--- src/rtl/vga_timing_pkg.sv ---
// SVGA 800x600@72 raster timing constants and the control bundle carried
// down the video alignment delay line.
package vga_timing_pkg;

  localparam int CW = 12;

  localparam int HSIZE = 800;
  localparam int HFP   = 856;
  localparam int HSP   = 976;
  localparam int HMAX  = 1040;
  localparam int VSIZE = 600;
  localparam int VFP   = 637;
  localparam int VSP   = 643;
  localparam int VMAX  = 666;

  localparam logic HSPP = 1'b1;
  localparam logic VSPP = 1'b1;

  localparam int PIX_LAT = 1;

  typedef struct packed {
    logic de;
    logic hsync;
    logic vsync;
    logic fs;
  } video_ctl_t;

  // Half-open window test lo <= cnt < hi.
  function automatic logic in_span(input logic [CW-1:0] cnt,
                                   input logic [CW-1:0] lo,
                                   input logic [CW-1:0] hi);
    return (cnt >= lo) && (cnt < hi);
  endfunction

endpackage

--- src/rtl/vga_scan_ctrl_ctl_delay.sv ---
// Fixed-depth shift register of video control bits; exposes one intermediate
// tap so the pixel register can be gated in step with the final stage.
module ctl_delay
  import vga_timing_pkg::*;
#(
  parameter int DEPTH = 2,
  parameter int TAP   = 0
) (
  input  logic       clk,
  input  logic       rst_n,
  input  video_ctl_t rst_val_i,
  input  video_ctl_t din_i,
  output video_ctl_t tap_o,
  output video_ctl_t dout_o
);

  video_ctl_t [DEPTH-1:0] stage_q;
  video_ctl_t [DEPTH-1:0] stage_d;

  // Shift one stage per clock, newest sample entering at index 0.
  always_comb begin
    stage_d    = stage_q;
    stage_d[0] = din_i;
    for (int i = 1; i < DEPTH; i++) begin
      stage_d[i] = stage_q[i-1];
    end
  end

  // Every stage holds the inactive bundle while in reset.
  always_ff @(posedge clk or negedge rst_n) begin
    if (!rst_n) begin
      stage_q <= {DEPTH{rst_val_i}};
    end else begin
      stage_q <= stage_d;
    end
  end

  assign tap_o  = stage_q[TAP];
  assign dout_o = stage_q[DEPTH-1];

endmodule

--- src/rtl/vga_scan_ctrl.sv ---
// Free-running raster scan: issues read coordinates to the frame-buffer reader
// and re-aligns the returned pixel with de/hsync/vsync/frame_start at the pins.
module vga_scan_ctrl
  import vga_timing_pkg::*;
#(
  parameter int   HSIZE   = vga_timing_pkg::HSIZE,
  parameter int   HFP     = vga_timing_pkg::HFP,
  parameter int   HSP     = vga_timing_pkg::HSP,
  parameter int   HMAX    = vga_timing_pkg::HMAX,
  parameter int   VSIZE   = vga_timing_pkg::VSIZE,
  parameter int   VFP     = vga_timing_pkg::VFP,
  parameter int   VSP     = vga_timing_pkg::VSP,
  parameter int   VMAX    = vga_timing_pkg::VMAX,
  parameter logic HSPP    = vga_timing_pkg::HSPP,
  parameter logic VSPP    = vga_timing_pkg::VSPP,
  parameter int   PIX_LAT = vga_timing_pkg::PIX_LAT
) (
  input  logic        clk,
  input  logic        rst_n,
  output logic [11:0] read_x,
  output logic [11:0] read_y,
  input  logic [23:0] pixel_data,
  output logic [7:0]  video_red,
  output logic [7:0]  video_green,
  output logic [7:0]  video_blue,
  output logic        video_hsync,
  output logic        video_vsync,
  output logic        video_de,
  output logic        frame_start
);

  localparam logic [11:0] H_LAST = 12'(HMAX - 1);
  localparam logic [11:0] V_LAST = 12'(VMAX - 1);

  logic [11:0] hcnt_q, hcnt_d;
  logic [11:0] vcnt_q, vcnt_d;
  logic [23:0] rgb_q, rgb_d;

  video_ctl_t raw_s;
  video_ctl_t rst_ctl_s;
  video_ctl_t tap_s;
  video_ctl_t out_s;

  // Horizontal counter wraps each line; vertical advances on the line wrap.
  always_comb begin
    hcnt_d = hcnt_q;
    vcnt_d = vcnt_q;
    if (hcnt_q == H_LAST) begin
      hcnt_d = 12'd0;
      if (vcnt_q == V_LAST) begin
        vcnt_d = 12'd0;
      end else begin
        vcnt_d = vcnt_q + 12'd1;
      end
    end else begin
      hcnt_d = hcnt_q + 12'd1;
    end
  end

  // Scan position registers double as the reader coordinate outputs.
  always_ff @(posedge clk or negedge rst_n) begin
    if (!rst_n) begin
      hcnt_q <= 12'd0;
      vcnt_q <= 12'd0;
    end else begin
      hcnt_q <= hcnt_d;
      vcnt_q <= vcnt_d;
    end
  end

  // Unaligned timing for the coordinate currently being issued.
  always_comb begin
    raw_s.de    = (hcnt_q < 12'(HSIZE)) && (vcnt_q < 12'(VSIZE));
    raw_s.hsync = in_span(hcnt_q, 12'(HFP), 12'(HSP)) ? HSPP : ~HSPP;
    raw_s.vsync = in_span(vcnt_q, 12'(VFP), 12'(VSP)) ? VSPP : ~VSPP;
    raw_s.fs    = (hcnt_q == 12'd0) && (vcnt_q == 12'd0);
  end

  assign rst_ctl_s = '{de: 1'b0, hsync: ~HSPP, vsync: ~VSPP, fs: 1'b0};

  ctl_delay #(
    .DEPTH (PIX_LAT + 1),
    .TAP   (PIX_LAT - 1)
  ) u_ctl_delay (
    .clk       (clk),
    .rst_n     (rst_n),
    .rst_val_i (rst_ctl_s),
    .din_i     (raw_s),
    .tap_o     (tap_s),
    .dout_o    (out_s)
  );

  // The tap's de belongs to the pixel arriving now, so it blanks RGB.
  always_comb begin
    if (tap_s.de) begin
      rgb_d = pixel_data;
    end else begin
      rgb_d = 24'h000000;
    end
  end

  // Output pixel register, same stage as the final control bits.
  always_ff @(posedge clk or negedge rst_n) begin
    if (!rst_n) begin
      rgb_q <= 24'h000000;
    end else begin
      rgb_q <= rgb_d;
    end
  end

  assign read_x      = hcnt_q;
  assign read_y      = vcnt_q;
  assign video_red   = rgb_q[23:16];
  assign video_green = rgb_q[15:8];
  assign video_blue  = rgb_q[7:0];
  assign video_hsync = out_s.hsync;
  assign video_vsync = out_s.vsync;
  assign video_de    = out_s.de;
  assign frame_start = out_s.fs;

endmodule

--- config.mk ---
export PLATFORM = sky130hd
export DESIGN_NAME = vga_scan_ctrl
export DESIGN_NICKNAME = d
export VERILOG_FILES = /design/src/rtl/vga_timing_pkg.sv /design/src/rtl/vga_scan_ctrl_ctl_delay.sv /design/src/rtl/vga_scan_ctrl.sv
export SDC_FILE = /design/constraint.sdc
export NUM_CORES = 1
export LEC_CHECK = 0
export CAP_MARGIN = 10
export CORE_MARGIN = 2
export CORE_UTILIZATION = 45
export DETAILED_ROUTE_END_ITERATION = 16
export PLACE_DENSITY_LB_ADDON = 0.25
export SLEW_MARGIN = 20
export SYNTH_ARGS = -nofsm -noshare
export SYNTH_HDL_FRONTEND = slang
export SYNTH_SLANG_ARGS = --single-unit
--- constraint.sdc ---
create_clock -name clk -period 1.7 [get_ports clk]
set_input_delay 0.255 -clock clk [delete_from_list [all_inputs] [get_ports clk]]
set_output_delay 0.255 -clock clk [all_outputs]
set_load 0.02 [all_outputs]
[Yosys cells after proc, flatten, opt, wreduce, memory -nomap -nowiden]
Index checks and enable logic that the tools add are counted.
Widths: inputs -> output; s select.
Operators by class
  reductions and logical operators: 6
  equality and inequality tests: 2
  magnitude comparators: 6
  multiplexer cells: 5
  $add $sub $neg: 2
Operator list (number)
  $lt 12x10->1 const B: 4
  $add 12x1->12 const B: 2
  $ge 12x10->1 const B: 2
  $logic_not 12->1: 2
  $mux 12: 2
  $mux 24: 1
  $eq 12x10->1 const B: 1
  $eq 12x11->1 const B: 1
  $logic_and 1x1->1: 4
  $mux 1: 2
Storage, ports and cells
  input port bits: 26
  word-level logic and storage cells: 32
  register bits after elaboration: 56

[Depth between registers and ports, before layout]
  depth after elaboration: 3
  mapped depth: 7

[Least setup slack after synthesis]
No wires, ideal clock.
  path type: register -> register
  start point: reg hcnt_q[0] (netlist: read_x[0])
  end point: reg vcnt_q[8] (netlist: read_y[8])
  path slack: 0.042 ns
  data arrival time: 1.578 ns
  clock period less this slack: 1.658 ns
  stages on the path, launching flop included: 6
  buffers on the path: 0
  cell sequence: dfrtp_1 -> ha_1 -> and3_4 -> nand4_2 -> or3b_1 -> mux2i_1
Between the ends
  cells in the longest elaborated chain, start to end: 1
Ends and longest elaborated chain
  start: declaration: line vga_scan_ctrl.sv:35  | logic [11:0] hcnt_q, hcnt_d;
  start signal: assignment: line vga_scan_ctrl.sv:66  | hcnt_q <= hcnt_d;
  $eq 12x11->1: line vga_scan_ctrl.sv:48  | if (hcnt_q == H_LAST) begin
  end signal: assignment: line vga_scan_ctrl.sv:67  | vcnt_q <= vcnt_d;
  end: declaration: line vga_scan_ctrl.sv:36  | logic [11:0] vcnt_q, vcnt_d;
Every way passes these cells.
A chain may end at the register's enable or synchronous reset.

[Worst setup path after layout]
  start point: reg hcnt_q[4] (netlist: read_x[4])
  end point: reg vcnt_q[8] (netlist: read_y[8])
Same word-level chain as after synthesis.

==> results_dict.tcl <==
set metrics [dict create \
    cts_tree "yes" \
    synth_seq_cells 56 \
    critPathKind "flip-flop to flip-flop" \
    crit_fanout 3 \
    first_pass_iters 4 \
    cp_cell_sequence "nor3_2 -> nand4_2 -> buf_4 -> or3b_1 -> mux2i_1" \
    finalCriticalPeriod_ns 1.64 \
    slew_headroom 0.594 \
    synth.avg_cell_area_um2 11.9 \
    grt.overflow.total 0 \
    fin_crit_sh 0.967 \
    rsz0062_at_grt "yes" \
    cp.arrival_ns 1.87 \
    cts_buffers 5 \
    post_cts_buffers 0 \
    hold_viol_final 0 \
    max_cap_violations 0 \
    grt_pass1_wl_mm 9.63 \
    synth-main-ff-cell "dfrtp_1" \
    p_per_area_nw_per_um2 686 \
    holdPathStages 0 \
    vias 1895 \
    gp_congestion 0.885 \
    hp-class "flip-flop to flip-flop" \
    worstPathBufferInverterCount 1 \
    syn-cell-area_um2 2380 \
    endpoint_kind "flip-flop" \
    grt_max_degree 57 \
    routed_via_density 5.08 \
    cp.depth 5 \
    reg2regPathDepth 5 \
    rows 26 \
    die_area_um2 5900 \
    cpLargestDelayFamily "simple AND/OR/NAND/NOR gates" \
    die_h_um 76.8 \
    slew_violations 0 \
    seq_area_frac_synth 0.588 \
    skew_ns 0.00349 \
    dp_hpwl_mm 4.14 \
    wl_per_cell_um 15.2 \
    diodes 0 \
    synthArstFlopShare 1.00 \
    port_buffers 77 \
    post-route-cell-area_um2 3550 \
    total_power_mw 2.43 \
    dp_cells 364 \
    yosysWarnings 0 \
    drtIter0Drc 107 \
    detail-route-antenna-nets 0 \
    setup_violations 0 \
    io_pins 78 \
    max_freq_ghz 0.609 \
    p_leak_nw 1.77 \
    routed_wl_mm 5.66 \
    cts-root-buf "clkbuf_8" \
    core_area_um2 5110 \
    initial_core_util 0.467 \
    clkLatencyLatePin_ns 0.30 \
    cp_slowest_cell "dfrtp_1" \
    fin_util 0.695 \
    r2r_slack_ns 0.06 \
    worstMarginPinSlew_ns 0.610 \
    instances_no_fill 373 \
    placed_area_um2 3390 \
    ys_types 41 \
    grt_use_total 0.204 \
    syn-num-nets 232 \
    ir_worst_vdd_mv 0.377 \
    h-tree-depth 2 \
    clk_pin_slew_worst_paths_ns 0.10 \
    status "completed" \
    layout-drive-gt1-share 0.152 \
    start_kind "flip-flop" \
    antenna_found_initial 0 \
    fin_nets 334 \
    grt_pass1_vias 1890 \
    fp.dieW_um 76.8 \
    clock_path_buffers 2 \
    required_ns 1.93 \
    synth_edf_count 0 \
    area_growth_pct 48.7 \
    clock-sinks 56 \
    max_stage_delay_ns 0.41 \
    syn_inst 200 \
    drc_errors 0 \
]
-- final timing paths --
kind / start / endpoint
max reg2reg: read_x[4] / read_y[8]
min reg2reg: u_ctl_delay.tap_o[1] / u_ctl_delay.dout_o[1]
min in group asynchronous: rst_n / rgb_q[20]
min: u_ctl_delay.tap_o[1] / u_ctl_delay.dout_o[1]
max in group asynchronous: rst_n / read_y[2]
max: read_x[4] / read_y[8]
-- power breakdown --
group	internal [mW]	switching [mW]
Sequential	1.36	0.00732
Combinational	0.117	0.0883
Clock	0.446	0.417
Total	1.92	0.512
-- logic make-up (layout without fill, tap and decap cells) --
group / Yosys count / in the layout / synth area share
muxes: 3 / 3 / 0.0126
AOI/OAI and AO/OA: 22 / 22 / 0.0530
buffers and inverters: 12 / 115 / 0.0241
and+or+nand+nor: 88 / 88 / 0.243
adders and majority gates: 6 / 6 / 0.0315
xor gates and xnor gates: 13 / 13 / 0.0477
DFF: 56 / 56 / 0.588
-- metrics by stage --
step | setup slack [ns] | hold slack (ns) | TNS (ns)
after floorplan | 0.0419 | -0.0406 | 0
after global placement | 0.0967 | 0.279 | 0
after detailed placement | 0.0451 | 0.292 | 0
after CTS | 0.000291 | 0.359 | 0
after global routing | -0.0233 | 0.363 | -0.0264
final | 0.0567 | 0.357 | 0
-- flip-flops by register name (all words and copies together) (netlist names) --
| register | count |
|---|---|
| read_x | 12 |
| read_y | 12 |
| rgb_q | 24 |
| u_ctl_delay.dout_o | 4 |
| u_ctl_delay.tap_o | 4 |
-- routing by layer --
metal,share of wire,vias to the layer above,GRT usage
met5,0,-,0
met4,0.0060,0,0.0491
met3,0.053,4,0.0388
met2,0.50,72,0.332
met1,0.44,921,0.283
li1,-,898,-
-- cell usage in the layout (no fill, tap or decap), types with 2 or more instances in the layout --
cell type        Yosys  final
a21oi_1              7      7
a31oi_1              2      2
and2_1              26     26
and3_1               3      3
and4_1               3      2
buf_4                0     22
clkbuf_8             0      5
clkdlybuf4s50_1      0     58
dfrtp_1             56     55
dlygate4sd2_1        0      7
dlymetal6s2s_1       0     11
ha_1                 6      6
inv_1                5      4
mux2i_1              3      3
nand2_1              8      8
nand3_1             12     12
nand4_1              4      4
nor2_1               8      8
nor2b_1              2      2
nor3_1               2      2
nor3_2               4      4
nor4_1               2      2
o21ai_0              3      3
o21ai_1              7      7
xnor2_1              3      3
xor2_1              10     10
-- cells in the mapped netlist (4+ instances only) --
| master | number | area share |
|---|---|---|
| dfrtp_1 | 56 | 0.59 |
| a21oi_1 | 7 | 0.015 |
| nand2_1 | 8 | 0.013 |
| ha_1 | 6 | 0.031 |
| buf_2 | 4 | 0.0084 |
| nand3_1 | 12 | 0.025 |
| and2_1 | 26 | 0.068 |
| nand4_1 | 4 | 0.010 |
| xor2_1 | 10 | 0.037 |
| nor3_2 | 4 | 0.017 |
| inv_1 | 5 | 0.0079 |
| nor2_1 | 8 | 0.013 |
| o21ai_1 | 7 | 0.015 |
-- cell type report --
class / instances / area [µm²]
fill: 402 / 1560
sequential: 56 / 1400
timing repair buffer: 102 / 991
multi-input combinational: 132 / 936
tap: 70 / 87.6
clock buffer: 6 / 72.6
clock inverter: 2 / 38.8
inverter: 5 / 18.8
-- repair_timing --
action | in CTS | in global routing
gates resized for setup | 8 | 15
endpoints found under the setup margin | 7 | 14
hold buffers | 1 | 0
pin swaps | 0 | 1
endpoints found under the hold margin | 56 | 0
(Power assumes the default switching activity.)
